File: config.mk
export PLATFORM = sky130hd
export DESIGN_NAME = reg_dump
export DESIGN_NICKNAME = d
export VERILOG_FILES = /design/src/rtl/reg_dump_pkg.sv /design/src/rtl/reg_dump_ser.sv /design/src/rtl/reg_dump.sv
export SDC_FILE = /design/constraint.sdc
export NUM_CORES = 1
export LEC_CHECK = 0
export CAP_MARGIN = 20
export CELL_PAD_IN_SITES_DETAIL_PLACEMENT = 1
export CELL_PAD_IN_SITES_GLOBAL_PLACEMENT = 1
export CORE_MARGIN = 4
export CORE_UTILIZATION = 36
export DETAILED_ROUTE_END_ITERATION = 16
export PLACE_DENSITY = 0.78
export SLEW_MARGIN = 5
export SYNTH_ARGS = -nofsm -noshare
export SYNTH_HDL_FRONTEND = slang
export SYNTH_SLANG_ARGS = --single-unit
export TNS_END_PERCENT = 20
File: constraint.sdc
create_clock -name clk -period 1.6 [get_ports clk]
set_input_delay 0.32 -clock clk [delete_from_list [all_inputs] [get_ports clk]]
set_output_delay 0.32 -clock clk [all_outputs]
set_load 0.05 [all_outputs]
File: src/rtl/reg_dump_pkg.sv
// Shared types and constants for the register-file dump engine.
// REG_DUMP_HDR_EN adds one index header byte in front of every register.
package reg_dump_pkg;

    typedef logic [1:0] state_t;

    localparam state_t ST_IDLE  = 2'd0;
    localparam state_t ST_FETCH = 2'd1;
    localparam state_t ST_SEND  = 2'd2;
    localparam state_t ST_DONE  = 2'd3;

    localparam int BYTES_PER_WORD = 4;
`ifdef REG_DUMP_HDR_EN
    localparam int HDR_BYTES = 1;
`else
    localparam int HDR_BYTES = 0;
`endif
    localparam int BYTES_PER_REG = BYTES_PER_WORD + HDR_BYTES;

    // Little-endian byte select from a 32-bit word.
    function automatic logic [7:0] word_byte(input logic [31:0] word, input logic [2:0] sel);
        logic [7:0] b;
        case (sel)
            3'd0:    b = word[7:0];
            3'd1:    b = word[15:8];
            3'd2:    b = word[23:16];
            3'd3:    b = word[31:24];
            default: b = 8'h00;
        endcase
        return b;
    endfunction

`ifdef REG_DUMP_HDR_EN
    function automatic logic [7:0] hdr_byte(input logic [4:0] idx);
        return {3'b000, idx};
    endfunction
`endif

endpackage

File: src/rtl/reg_dump_ser.sv
// Word-to-byte valid/ready serializer: snapshots one register and offers its bytes.
// With REG_DUMP_HDR_EN the register index is sent first as a header byte.
module reg_dump_ser
    import reg_dump_pkg::*;
(
    input  logic        clk,
    input  logic        rst,
    input  logic        load,
    input  logic [31:0] word,
`ifdef REG_DUMP_HDR_EN
    input  logic [4:0]  index,
`endif
    input  logic        tx_ready,
    output logic        tx_valid,
    output logic [7:0]  tx_data,
    output logic        last_accept
);

    localparam logic [2:0] LAST_IDX = 3'(BYTES_PER_REG - 1);

    logic [31:0] snapshot_r;
    logic [2:0]  byte_idx_r;
    logic        valid_r;
    logic        accept_s;
    logic [7:0]  tx_data_s;
`ifdef REG_DUMP_HDR_EN
    logic [4:0]  hdr_idx_r;
`endif

    assign accept_s    = valid_r & tx_ready;
    assign last_accept = accept_s && (byte_idx_r == LAST_IDX);

    // Snapshot capture and byte stepping; the snapshot is frozen until the next load.
    always_ff @(posedge clk or posedge rst) begin
        if (rst) begin
            snapshot_r <= 32'h0000_0000;
            byte_idx_r <= 3'd0;
            valid_r    <= 1'b0;
`ifdef REG_DUMP_HDR_EN
            hdr_idx_r  <= 5'd0;
`endif
        end else if (load) begin
            snapshot_r <= word;
            byte_idx_r <= 3'd0;
            valid_r    <= 1'b1;
`ifdef REG_DUMP_HDR_EN
            hdr_idx_r  <= index;
`endif
        end else if (accept_s) begin
            if (byte_idx_r == LAST_IDX) begin
                valid_r    <= 1'b0;
                byte_idx_r <= 3'd0;
            end else begin
                byte_idx_r <= byte_idx_r + 3'd1;
            end
        end else begin
            byte_idx_r <= byte_idx_r;
        end
    end

    // Byte mux driven purely from registers, so tx_data holds while stalled.
    always_comb begin
        tx_data_s = 8'h00;
`ifdef REG_DUMP_HDR_EN
        if (byte_idx_r == 3'd0) begin
            tx_data_s = hdr_byte(hdr_idx_r);
        end else begin
            tx_data_s = word_byte(snapshot_r, byte_idx_r - 3'd1);
        end
`else
        tx_data_s = word_byte(snapshot_r, byte_idx_r);
`endif
    end

    assign tx_valid = valid_r;
    assign tx_data  = tx_data_s;

endmodule

File: src/rtl/reg_dump.sv
// Register-file dump engine: walks FIRST_REG..LAST_REG and streams each register as bytes.
// Optional REG_DUMP_HDR_EN prefixes every register with its index byte.
module reg_dump
    import reg_dump_pkg::*;
#(
    parameter int FIRST_REG = 0,
    parameter int LAST_REG  = 31
) (
    input  logic        clk,
    input  logic        rst,
    input  logic        start,
    output logic [4:0]  rd_addr,
    input  logic [31:0] rd_data,
    output logic        tx_valid,
    output logic [7:0]  tx_data,
    input  logic        tx_ready,
    output logic        busy,
    output logic        done
);

    generate
        if (FIRST_REG < 0 || FIRST_REG > LAST_REG || LAST_REG > 31) begin : g_bad_range
            $error("reg_dump: need 0 <= FIRST_REG <= LAST_REG <= 31");
        end
    endgenerate

    localparam logic [4:0] FIRST_ADDR = 5'(FIRST_REG);
    localparam logic [4:0] LAST_ADDR  = 5'(LAST_REG);

    state_t      state_r;
    state_t      next_state_s;
    logic [4:0]  addr_r;
    logic        busy_r;
    logic        done_r;
    logic        load_s;
    logic        last_accept_s;

    assign load_s = (state_r == ST_FETCH);

    // Next-state logic; start outside IDLE has no effect.
    always_comb begin
        next_state_s = state_r;
        case (state_r)
            ST_IDLE: begin
                if (start) next_state_s = ST_FETCH;
                else       next_state_s = ST_IDLE;
            end
            ST_FETCH: next_state_s = ST_SEND;
            ST_SEND: begin
                if (last_accept_s) begin
                    if (addr_r < LAST_ADDR) next_state_s = ST_FETCH;
                    else                    next_state_s = ST_DONE;
                end else begin
                    next_state_s = ST_SEND;
                end
            end
            ST_DONE: next_state_s = ST_IDLE;
            default: next_state_s = ST_IDLE;
        endcase
    end

    // State, address counter and status outputs, all registered.
    always_ff @(posedge clk or posedge rst) begin
        if (rst) begin
            state_r <= ST_IDLE;
            addr_r  <= FIRST_ADDR;
            busy_r  <= 1'b0;
            done_r  <= 1'b0;
        end else begin
            state_r <= next_state_s;
            busy_r  <= (next_state_s == ST_FETCH) || (next_state_s == ST_SEND);
            done_r  <= (next_state_s == ST_DONE);
            // The counter stops at LAST_ADDR, so LAST_REG=31 never wraps.
            if (state_r == ST_IDLE && start) begin
                addr_r <= FIRST_ADDR;
            end else if (state_r == ST_SEND && last_accept_s && addr_r < LAST_ADDR) begin
                addr_r <= addr_r + 5'd1;
            end else begin
                addr_r <= addr_r;
            end
        end
    end

    reg_dump_ser u_ser (
        .clk         (clk),
        .rst         (rst),
        .load        (load_s),
        .word        (rd_data),
`ifdef REG_DUMP_HDR_EN
        .index       (addr_r),
`endif
        .tx_ready    (tx_ready),
        .tx_valid    (tx_valid),
        .tx_data     (tx_data),
        .last_accept (last_accept_s)
    );

    assign rd_addr = addr_r;
    assign busy    = busy_r;
    assign done    = done_r;

endmodule

==> metrics <==
status complete, but fails checks; failing checks setup timing; All-Layer GR Usage 19.2%; Crit Reg-Reg Endpoint rd_addr[2]; Syn-to-layout area delta 60.0%; share of post-route cells with drive strength above 1 28.4%; # fillers 620; Post-route DRC 0; final WL 6.55 mm; Reg power frac 29.9%; Congestion Overflow GR 0; cells along the critical path ha_4 -> buf_12 -> a22oi_2 -> a21oi_4 -> buf_12; Die ar. 0.00701 mm²; first-pass GRT wire length 10.6 mm; drt via density 5.04; Synth cell types 27; Root Driver clkbuf_8; Period Utilization, post-route 123%; Worst R2R Start u_ser.byte_idx_r[1]; Die Wd 83.7 µm; Hold Worst Slack 0.345 ns; Worst Path Buf+Inv 2; worst setup path endpoint tx_data[5]; Mapped Area 0.00206 mm²; metal3 WL 247 µm; Peak VDD IR 0.938 mV; Yosys reg bits 45; clock network power share 12.1%; final setup fails 11; Max Used Layer met4; Reg area 0.00113 mm²; M1 WL 2.71 mm; RSZ-0062 raised after global routing yes; nets@finish 338; Syn Inst Count 229; Ports 52; DP Area 0.00305 mm²; Post-synth EDFFs 0; crit end category output pin; CP max stage delay 0.48 ns; Slew Limit Fails 0; WL/cell 17.8 µm; Synth async-reset ratio 100%; Worst Hold Class in2async; Worst-Margin Slew 0.345 ns; Psw 3.06 mW; Crit path top cell by count buf_12; Comb pwr share 57.9%; sequential area share after synthesis 54.6%; crit path from u_ser.byte_idx_r[1]; Critical-path top delay cell dfrtp_2; dpl hpwl 4.39 mm; number of diodes 0; fin area 0.00330 mm²; syn nets 271; total power 7.03 mW; sinks on the clock net 45; detailed-route via count 1854; Max FO, Critical Path 7; Placed Instances 362; Detail Route Antenna Nets 0; Synth Flop Type dfrtp_1; yosys synthesis warning count 0; Die Height 83.7 µm; Worst-path clk slew 0.09 ns; CTS tree done; core area 0.00554 mm²; Crit path depth 5; max-cap viol count 0; Pwr per Cell Area 2130 mW/mm²; Crit Path Class reg2out; Routability Congestion 0.745; internal power 3.97 mW; Req. time, crit path 1.28 ns; post-synthesis area per instance 9.01 µm²; largest net degree at the start of global routing 46; f_max 0.510 GHz; cts bufs inserted 5; Critical Path AT 1.64 ns; vias in the first global route 2101; Tmin final 1.96 ns; initial drt markers 38; initial antenna violation count 0; area occupied by multi-input gates 0.00109 mm²; clock latency on the worst-skew pair 0.31 ns; Max Buffers Root-to-Sink 2; Worst Slack Setup Final -0.361 ns; Finished Layout Cells 368; startpoint types flop; Post-CTS Hold Buffers 0; Top delay family on crit path flip-flops; relative slew slack 77.0%; Initial Utilization 37.2%; Met2 Wirelength 3.50 mm; post-layout util 59.6%; Pre-antenna DRT Iters 4; sw frac 43.6%; clk_skew 0.00453 ns; Final Hold Fails 0; leakage power 1.52 nW; H-tree depth 2; # port buffers 51; R2R depth 5; site row count 27; R2R Setup Slk -0.06 ns
[power groups by stage]
stage	logic [mW]	registers (mW)	clock network, mW
finish	4.07	2.10	0.854
global route	4.36	2.16	0.909
CTS	4.07	2.05	0.861
detailed placement	3.81	1.99	0
global placement	3.68	1.96	0
floorplan	1.99	2.01	0
[synthesized netlist by cell type (2+ instances only)]
master | n | area share, %
nand2_1 | 104 | 19
dfrtp_1 | 45 | 55
a22oi_1 | 16 | 5.8
clkbuf_1 | 12 | 2.2
a21oi_1 | 11 | 2.7
ha_1 | 6 | 3.6
inv_1 | 6 | 1.1
mux2i_1 | 3 | 1.5
nand2b_1 | 3 | 0.91
nand3_1 | 3 | 0.73
buf_1 | 2 | 0.36
nor2b_1 | 2 | 0.61
o21ai_0 | 2 | 0.49
[area by class of cell]
class / instances / area share [%]
multi-input cells: 164 / 33.1
clock buffers: 5 / 2.08
well taps: 72 / 2.73
clock inverters: 2 / 1.06
inverters: 6 / 0.834
flip-flops and latches: 45 / 34.2
repair buffers: 74 / 26.0
[placed cells by master (no fill, tap or decap), types with 2 or more instances in the layout]
cell type,count
a21oi_1,3
a21oi_4,8
a22oi_2,16
buf_12,16
buf_4,19
buf_6,4
clkbuf_8,5
clkdlybuf4s50_1,35
dfrtp_1,42
dfrtp_2,3
ha_1,2
ha_4,4
inv_1,3
inv_4,2
mux2i_1,3
nand2_1,104
nand2b_1,3
nand3_1,3
o21ai_1,2
[flip-flops by register name, summed over array words and instances, names as in the netlist]
signal and flops:
u_ser.snapshot_r 32, done 1, u_ser.byte_idx_r 3, state_r 2, rd_addr 5, u_ser.tx_valid 1, busy 1
[per-layer routing]
layer | track usage [%] | vias to the layer above
met5 | 0 | -
met4 | 5.99 | 0
met3 | 5.03 | 11
met2 | 36.2 | 34
met1 | 20.8 | 927
li1 | - | 882
[worst min-delay path by stage]
stage	start	to	slack [ns]	depth (start not counted)
after floorplan	tx_ready	u_ser.byte_idx_r[2]	0.42	1
after global placement	u_ser.snapshot_r[3]	u_ser.snapshot_r[3]	0.46	2
after detailed placement	u_ser.snapshot_r[13]	u_ser.snapshot_r[13]	0.46	2
after CTS	rst	rd_addr[0]	0.35	3
after global routing	rst	rd_addr[0]	0.35	3
final	rst	rd_addr[0]	0.35	3
[kinds of logic (layout without fill, tap and decap cells)]
kind of cell,after synthesis,after routing,synth area share (%)
simple gates,118,118,24.1
flops,45,45,54.6
mux,3,3,1.46
compound gates,37,37,12.6
buf+inv,20,87,3.64
fa+ha+maj,6,6,3.64
[worst reg2reg max path: cells and delay by family, from the launching register on]
family          cells  cell delay [ns]
fa+ha+maj           1             0.19
compound gates      1             0.40
mux                 1             0.24
buf+inv             1             0.12
flops               1             0.47
simple gates        1             0.16
[through the flow]
step                      setup TNS [ns]  worst slack, ns
after floorplan                  -0.0782          -0.0429
after global placement             -1.18           -0.122
after detailed placement           -1.99           -0.191
after CTS                          -2.85           -0.365
after global routing               -3.72           -0.426
final                              -2.89           -0.361
[timing repair]
| item | CTS | global route |
|---|---|---|
| setup buffers | 1 | 0 |
| gates resized for setup | 29 | 10 |
| pin swaps | 10 | 12 |
| setup endpoints to repair | 13 | 14 |
| endpoints found under the hold margin | 0 | 0 |
| gates cloned | 0 | 0 |
Note: power is estimated with default switching activity, not from simulation.
